[src/rtl/mac_vec_engine.sv]
// mac_vec_engine: sequential 4-lane dot-product engine with a handshaked vector
// input and a valid/ready partial-sum output. One MAC lane is processed per cycle.
module mac_vec_engine #(
    parameter int unsigned bw      = 4,
    parameter int unsigned psum_bw = 16,
    parameter int unsigned lanes   = 4
) (
    input  logic                  clk,
    input  logic                  reset_n,
    input  logic                  in_valid,
    output logic                  in_ready,
    input  logic [bw*lanes-1:0]   x_vec,
    input  logic [bw*lanes-1:0]   w_vec,
    input  logic                  in_first,
    output logic                  out_valid,
    input  logic                  out_ready,
    output logic [psum_bw-1:0]    out,
    output logic                  busy
);

    localparam int unsigned VW = bw * lanes;
    localparam int unsigned CW = (lanes > 1) ? $clog2(lanes) : 1;
    localparam int unsigned PW = 2 * bw + 1;

    localparam logic [1:0] S_IDLE    = 2'd0;
    localparam logic [1:0] S_COMPUTE = 2'd1;
    localparam logic [1:0] S_DONE    = 2'd2;

    localparam logic [CW-1:0] LAST_LANE = CW'(lanes - 1);

    logic [1:0]         state_q, state_d;
    logic [CW-1:0]      cnt_q, cnt_d;
    logic [VW-1:0]      x_q, x_d;
    logic [VW-1:0]      w_q, w_d;
    logic [psum_bw-1:0] acc_q, acc_d;
    logic               in_ready_q, out_valid_q, busy_q;
    logic               in_ready_d, out_valid_d, busy_d;

    logic [bw-1:0]         x_lane [lanes];
    logic [bw-1:0]         w_lane [lanes];
    logic signed [PW-1:0]  x_ext;
    logic signed [PW-1:0]  w_ext;
    logic signed [PW-1:0]  prod;
    logic [psum_bw-1:0]    prod_ext;

    // Split latched vectors into per-lane elements
    always_comb begin
        for (int i = 0; i < int'(lanes); i++) begin
            x_lane[i] = x_q[bw*i +: bw];
            w_lane[i] = w_q[bw*i +: bw];
        end
    end

    // Lane product: x zero-extended, w sign-extended, result sign-extended to psum width
    always_comb begin
        x_ext    = PW'($signed({1'b0, x_lane[cnt_q]}));
        w_ext    = PW'($signed(w_lane[cnt_q]));
        prod     = x_ext * w_ext;
        prod_ext = psum_bw'(prod);
    end

    // Next-state, datapath and next-output logic
    always_comb begin
        state_d = state_q;
        cnt_d   = cnt_q;
        x_d     = x_q;
        w_d     = w_q;
        acc_d   = acc_q;

        case (state_q)
            S_IDLE: begin
                if (in_valid) begin
                    x_d     = x_vec;
                    w_d     = w_vec;
                    cnt_d   = '0;
                    state_d = S_COMPUTE;
                    if (in_first) begin
                        acc_d = '0;
                    end
                end
            end
            S_COMPUTE: begin
                acc_d = acc_q + prod_ext;
                cnt_d = cnt_q + CW'(1);
                if (cnt_q == LAST_LANE) begin
                    state_d = S_DONE;
                end
            end
            S_DONE: begin
                if (out_ready) begin
                    state_d = S_IDLE;
                end
            end
            default: begin
                state_d = S_IDLE;
            end
        endcase

        in_ready_d  = (state_d == S_IDLE);
        out_valid_d = (state_d == S_DONE);
        busy_d      = (state_d == S_COMPUTE) || (state_d == S_DONE);
    end

    // State, datapath and output registers
    always_ff @(posedge clk or negedge reset_n) begin
        if (!reset_n) begin
            state_q     <= S_IDLE;
            cnt_q       <= '0;
            x_q         <= '0;
            w_q         <= '0;
            acc_q       <= '0;
            in_ready_q  <= 1'b1;
            out_valid_q <= 1'b0;
            busy_q      <= 1'b0;
        end else begin
            state_q     <= state_d;
            cnt_q       <= cnt_d;
            x_q         <= x_d;
            w_q         <= w_d;
            acc_q       <= acc_d;
            in_ready_q  <= in_ready_d;
            out_valid_q <= out_valid_d;
            busy_q      <= busy_d;
        end
    end

    assign in_ready  = in_ready_q;
    assign out_valid = out_valid_q;
    assign busy      = busy_q;
    assign out       = acc_q;

endmodule

[config.mk]
export PLATFORM = sky130hd
export DESIGN_NAME = mac_vec_engine
export DESIGN_NICKNAME = d
export VERILOG_FILES = /design/src/rtl/mac_vec_engine.sv
export SDC_FILE = /design/constraint.sdc
export NUM_CORES = 1
export LEC_CHECK = 0
export CAP_MARGIN = 20
export CORE_ASPECT_RATIO = 2
export CORE_MARGIN = 1.5
export CORE_UTILIZATION = 26
export CTS_BUF_LIST = sky130_fd_sc_hd__clkbuf_4
export CTS_CLUSTER_DIAMETER = 60
export DETAILED_ROUTE_END_ITERATION = 8
export PLACE_DENSITY = 0.52
export SYNTH_ARGS = -nofsm -noshare
export SYNTH_HDL_FRONTEND = slang
export SYNTH_SLANG_ARGS = --single-unit
[constraint.sdc]
create_clock -name clk -period 13.1 [get_ports clk]
set_input_delay 1.965 -clock clk [delete_from_list [all_inputs] [get_ports clk]]
set_output_delay 1.965 -clock clk [all_outputs]
set_load 0.005 [all_outputs]
==> results.py, run 1 <==
metrics = {
    "clock_tree": {
        "numCtsBuffers": 5,
        "post_cts_buffers": 0,
        "clkTransAtPathRegs_ns": 0.17,
        "cts_tree": "built",
        "post_cts_resized": 0,
        "h-tree-depth": 2,
        "numClockSinks": 55,
        "cts_hold_buffers": 0,
        "cts_root_buf": "clkbuf_4",
        "cts.path.max_buffers": 2,
        "insertion_delay_ns": 0.40,
    },
    "routing": {
        "drt_iter0_markers": 78,
        "num_vias": 2581,
        "via_per_inst": 4.935,
        "drc": 5,
        "drtAntennaViolNets": 0,
        "firstDrtPassIters": 6,
        "totalWireLength_mm": 8.451,
        "post_drt_wl_per_cell_um": 16.16,
    },
    "grt": {
        "met3_usage_pct": 1.725,
        "track_usage_pct": 12.49,
        "grt_overflow": 0,
        "gr-max-usage-layer": "met2",
        "grt_max_degree": 56,
        "grt_pass1_wl_mm": 13.78,
        "grt.met1_usage_pct": 11.85,
        "antenna_found_initial": 1,
        "grt.met2_usage_pct": 25.36,
        "grt_pass1_vias": 2790,
    },
    "timing": {
        "holdWs_ns": 0.5061,
        "slew_headroom_pct": 44.33,
        "finalHoldViolCount": 0,
        "finClkSkew_ns": 0.01513,
        "fin_tns_setup_ns": 0,
        "setup_violations": 0,
        "grt_setup_unrepaired": "no",
        "slew_violations": 0,
        "worstMarginPinSlew_ns": 0.8291,
        "period_minus_slack_ns": 6.132,
        "fmax_mhz": 163.1,
        "finalCritPeriodShare_pct": 46.81,
    },
    "yosys": {
        "synthTopCellsByArea": "dfrtp_1 (38%), ha_1 (12%), mux2_1 (9.6%), mux4_2 (4.5%), fa_1 (3.4%)",
        "synth-main-ff-cell": "dfrtp_1",
        "synth_top_area_share_pct": 38.49,
        "synth_cell_types": 47,
        "synth_edf_count": 0,
        "ys_ff_latch": 55,
        "async_flop_share_pct": 100.0,
        "yosysSeqAreaShare_pct": 39.24,
        "syn_inst": 315,
        "syn-num-nets": 393,
        "synth_area_per_cell_um2": 11.15,
        "ys.warnings.count": 0,
        "synth_area_um2": 3511,
        "synth_top_cell_by_area": "dfrtp_1",
    },
    "worst_setup_path": {
        "required_ns": 13.39,
        "cp_max_fo": 12,
        "crit_type": "reg -> reg",
        "worstSetupStartpointType": "register",
        "cp-end-kind": "register",
        "crit_arrival_ns": 6.43,
    },
    "outcome": {
        "violations": "DRC",
        "status": "finished, violations left",
    },
    "finish": {
        "finish.utilization_pct": 32.89,
        "drive_above_1_share_pct": 8.649,
        "nets": 447,
        "final_area_um2": 4298,
        "area_delta_synth_final_pct": 22.42,
    },
    "floorplan": {
        "die_w_um": 85.17,
        "fp.dieH_um": 167.3,
        "rows": 59,
        "io_pins": 56,
        "initial_core_util_pct": 26.87,
        "core_um2": 13070,
        "floorplan.die_area_um2": 14250,
    },
    "placement": {
        "dp_hpwl_mm": 6.776,
        "dpl-instance-area_um2": 4219,
        "gp_congestion": 0.8063,
        "io_buffers": 55,
    },
    "flow_run": {
        "max-cap-violations": 0,
    },
    "min_path": {
        "worst_hold_path_type": "reg -> reg",
    },
}
==> flip-flops by register name, indices dropped and copies added, names as in the netlist <==
signal and count:
in_ready 1, state_q 2, w_q 16, x_q 16, out_valid 1, busy 1
cnt_q 2, out 16
==> cells in the mapped netlist (2+ instances only) <==
master / number
dfrtp_1: 54
ha_1: 35
mux2_1: 30
nand2_1: 22
inv_1: 21
a21oi_1: 17
o21ai_1: 14
nand2b_1: 12
a21o_1: 9
nor2_1: 9
xnor2_1: 9
and2_1: 7
mux4_2: 7
o21ai_0: 7
fa_1: 6
xor2_1: 6
a31oi_1: 4
buf_2: 4
clkbuf_1: 4
a22o_1: 3
mux2_2: 3
nor3_1: 3
a32o_1: 2
and3_2: 2
nor3b_1: 2
o21bai_1: 2
==> worst paths after layout <==
path | startpoint | to | slack (ns) | depth (start not counted)
setup / recovery | cnt_q[0]$_DFFE_PN0P_ | out[14]$_DFFE_PN0P_ | 6.97 | 19
hold / removal | w_q[5]$_DFFE_PN0P_ | w_q[5]$_DFFE_PN0P_ | 0.51 | 1
setup reg to reg | cnt_q[0]$_DFFE_PN0P_ | out[14]$_DFFE_PN0P_ | 6.97 | 19
hold reg to reg | w_q[5]$_DFFE_PN0P_ | w_q[5]$_DFFE_PN0P_ | 0.51 | 1
max in group asynchronous | reset_n | w_q[10]$_DFFE_PN0P_ | 10.93 | 2
min in group asynchronous | reset_n | out[13]$_DFFE_PN0P_ | 1.68 | 2
==> worst max-delay path, cell delays in order (launching register included) <==
cell	delay [ns]
dfrtp_1	0.71
mux4_2	0.61
nand2b_1	0.19
fa_1	0.52
fa_1	0.58
fa_1	0.42
inv_1	0.07
ha_1	0.19
a211oi_1	0.09
o21bai_1	0.14
a21oi_1	0.10
xnor2_1	0.66
ha_1	0.44
a21o_1	0.22
a21o_1	0.20
a2111oi_2	0.39
nor3_1	0.12
a31oi_2	0.16
xor2_1	0.16
o21ai_1	0.07
==> per-layer routing <==
metal / routed length, µm / vias to the layer above
met5: 0 / -
met4: 211 / 0
met3: 205 / 12
met2: 5012 / 58
met1: 3022 / 1282
li1: - / 1229
==> cell type report <==
cell class	count	area, µm²
inverter	21	78.83
clock inverter	3	38.79
tap	152	190.2
clock buffer	5	37.54
fill	1327	8768
timing repair buffer	57	560.5
multi-input combinational	229	2012
antenna	1	2.502
sequential	55	1378
==> layout by cell type, fill, tap and decap left out, types with 5 or more instances in the layout <==
cell type        Yosys  layout
fa_1                 6       6
mux2_1              30      30
nor2_1               9       9
clkbuf_4             0       5
a21oi_1             17      17
nand2_1             22      22
dfrtp_1             54      54
inv_1               21      21
clkdlybuf4s50_1      0      54
o21ai_1             14      14
a21o_1               9       9
nand2b_1            12      12
o21ai_0              7       7
xnor2_1              9       9
xor2_1               6       6
ha_1                35      35
mux4_2               7       7
and2_1               7       7
==> logic make-up after synthesis <==
logic type,share of synthesized area (%)
compound gates,13.33
xor+xnor,3.742
fa+ha+maj,15.89
buf+inv,3.599
flops,39.24
mux,15.36
simple gates,8.838
==> metrics by stage <==
stage	instances	setup slack (ns)
2_1_floorplan	315	7.467
6_report	523	6.968
3_5_place_dp	514	6.964
4_1_cts	522	6.908
3_3_place_gp	514	7.200
5_1_grt	523	6.551
Power of run 1 is not shown: default switching activity piles up to over one toggle a cycle in this logic, so the estimate is an artifact.
==> run 2, diff against run 1 <==
--- a/config.mk
+++ b/config.mk
@@ -12,7 +12,7 @@
 export CTS_BUF_LIST = sky130_fd_sc_hd__clkbuf_4
 export CTS_CLUSTER_DIAMETER = 60
 export DETAILED_ROUTE_END_ITERATION = 8
-export PLACE_DENSITY = 0.52
+export PLACE_DENSITY = 0.53
 export SYNTH_ARGS = -nofsm -noshare
 export SYNTH_HDL_FRONTEND = slang
 export SYNTH_SLANG_ARGS = --single-unit
==> constraint.sdc (replaced) <==
create_clock -name clk -period 5.1 [get_ports clk]
set_input_delay 0.765 -clock clk [delete_from_list [all_inputs] [get_ports clk]]
set_output_delay 0.765 -clock clk [all_outputs]
set_load 0.005 [all_outputs]
==> run 2 against run 1 <==
  * The run ends with DRC, setup timing left
  * Global-route usage rose by 0.48 points
  * Fmax is 20% higher
  * Via count up 3.9%
  * Register-to-register slack worse by 7.0 ns
  * Sequential share of layout area down 3.4 points
  * Critical path depth up 1
  * Critical endpoint unchanged
  * Non-clock buffer count up 35
  * Largest cell class unchanged
  * Design area rose by 12%
  * Die area unchanged
==> results.py, run 2 (synthesis gave the netlist of run 1 again) <==
metrics = {
    "worst_setup_path": {
        "r2r_cells": 20,
        "worstSetupStartpointType": "register",
        "cp_num_cells": 20,
        "crit_type": "reg -> reg",
        "required_ns": 5.40,
        "crit_arrival_ns": 5.43,
        "crit_chain": "buf_6 > mux4_2 > nand2b_4 > fa_1 > fa_1 > fa_2 > inv_2 > ha_4 > a211oi_2 > o21bai_1 > a21oi_2 > xnor2_4 > ha_4 > a21o_1 > a21o_1 > a2111oi_4 > nor3_2 > a31oi_2 > xor2_1 > o21ai_1",
        "cp-end-kind": "register",
        "cp_top_family": "adder cells",
        "cp_max_fo": 3,
        "cpPeakStageDelay_ns": 0.55,
        "r2r_start": "cnt_q[0]$_DFFE_PN0P_",
        "crit_path_top_delay_cell": "fa_2",
        "crit_buf_inv": 2,
        "crit_start": "cnt_q[0]$_DFFE_PN0P_",
    },
    "finish": {
        "antennaDiodeCount": 0,
        "drive_above_1_share_pct": 24.20,
        "fill_cells": 1275,
        "finish.utilization_pct": 36.78,
        "nets": 482,
        "area_delta_synth_final_pct": 36.89,
        "final_cell_mix": "dfrtp_1 (54), clkdlybuf4s50_1 (54), buf_4 (33)",
    },
    "routing": {
        "drt_iter0_markers": 64,
        "via_per_inst": 4.813,
        "drtAntennaViolNets": 0,
        "drc": 6,
        "num_vias": 2681,
        "firstDrtPassIters": 8,
        "post_drt_wl_per_cell_um": 15.98,
        "totalWireLength_mm": 8.900,
    },
    "clock_tree": {
        "cts_tree": "built",
        "clkTransAtPathRegs_ns": 0.18,
        "insertion_delay_ns": 0.39,
        "numCtsBuffers": 5,
        "cts_root_buf": "clkbuf_4",
        "cts_hold_buffers": 0,
        "h-tree-depth": 2,
        "numClockSinks": 55,
        "cts.path.max_buffers": 2,
    },
    "floorplan": {
        "core_um2": 13070,
        "die_w_um": 85.17,
        "floorplan.die_area_um2": 14250,
        "fp.dieH_um": 167.3,
        "io_pins": 56,
        "initial_core_util_pct": 26.87,
        "rows": 59,
    },
    "grt": {
        "antenna_found_initial": 0,
        "grt_pass1_wl_mm": 14.30,
        "grt_max_degree": 56,
        "grt_pass1_vias": 2859,
        "track_usage_pct": 12.97,
        "grt_overflow": 0,
    },
    "timing": {
        "setup_ws_ns": -0.02835,
        "finalHoldViolCount": 0,
        "finClkSkew_ns": 0.02382,
        "grt_setup_unrepaired": "yes",
        "slew_headroom_pct": 51.39,
        "fmax_mhz": 195.0,
        "slew_violations": 0,
        "setup_violations": 1,
        "worstMarginPinSlew_ns": 0.7291,
        "finalCritPeriodShare_pct": 100.6,
        "period_minus_slack_ns": 5.128,
    },
    "placement": {
        "dp_hpwl_mm": 7.158,
        "gp_congestion": 0.8521,
        "io_buffers": 55,
    },
    "min_path": {
        "worst_hold_path_type": "in -> async",
    },
    "outcome": {
        "status": "finished, violations left",
        "violations": "DRC, setup timing",
    },
    "flow_run": {
        "max-cap-violations": 0,
    },
}
[run 2: final cells by class]
cell class / count / area, µm² / share of cell area (%)
multi-input cells: 229 / 2245 / 46.71
flip-flops and latches: 55 / 1378 / 28.66
repair buffers: 92 / 838.3 / 17.44
well taps: 152 / 190.2 / 3.957
inverters: 21 / 78.83 / 1.640
clock inverters: 3 / 38.79 / 0.8071
clock buffers: 5 / 37.54 / 0.7810
[run 2: final timing paths]
check | to | slack (ns)
worst max-delay path | out[14]$_DFFE_PN0P_ | -0.03
worst min-delay path | out[0]$_DFFE_PN0P_ | 0.48
worst max register to register | out[14]$_DFFE_PN0P_ | -0.03
worst min register to register | x_q[3]$_DFFE_PN0P_ | 0.50
max in group asynchronous | w_q[1]$_DFFE_PN0P_ | 4.12
min in group clk | x_q[3]$_DFFE_PN0P_ | 0.50
[run 2: what timing repair did]
item | in CTS | in global routing
endpoints found under the setup margin | 6 | 8
gates resized for setup | 10 | 26
pin swaps | 2 | 9
setup buffers | 2 | 3
[run 2: per-layer routing]
| metal | GRT usage, % | share of wire (%) |
|---|---|---|
| met1 | 12.60 | 34 |
| met5 | 0 | 0 |
| met4 | 4.775 | 2.5 |
| met3 | 1.971 | 3.0 |
| met2 | 26.29 | 60 |
[run 2: worst register-to-register path: stages, from the launching register on]
cell       delay, ns
dfrtp_1         0.45
buf_6           0.12
mux4_2          0.49
nand2b_4        0.16
fa_1            0.49
fa_1            0.44
fa_2            0.55
inv_2           0.05
ha_4            0.16
a211oi_2        0.20
o21bai_1        0.09
a21oi_2         0.23
xnor2_4         0.17
ha_4            0.23
a21o_1          0.19
a21o_1          0.21
a2111oi_4       0.31
nor3_2          0.09
a31oi_2         0.17
xor2_1          0.17
o21ai_1         0.07
[run 2: metrics by stage]
stage	instance area [µm²]	setup TNS (ns)	setup slack (ns)	hold slack [ns]	instances
after floorplan	3585	0	0.01718	0.4522	315
after global placement	4508	0	0.01662	0.4674	544
after detailed placement	4508	-0.2428	-0.09311	0.4705	544
after CTS	4639	-0.08012	-0.05534	0.4870	554
after global routing	4806	-1.067	-0.2960	0.5104	557
final	4806	-0.02835	-0.02835	0.4844	557
Power of run 2 is left out for the same reason.
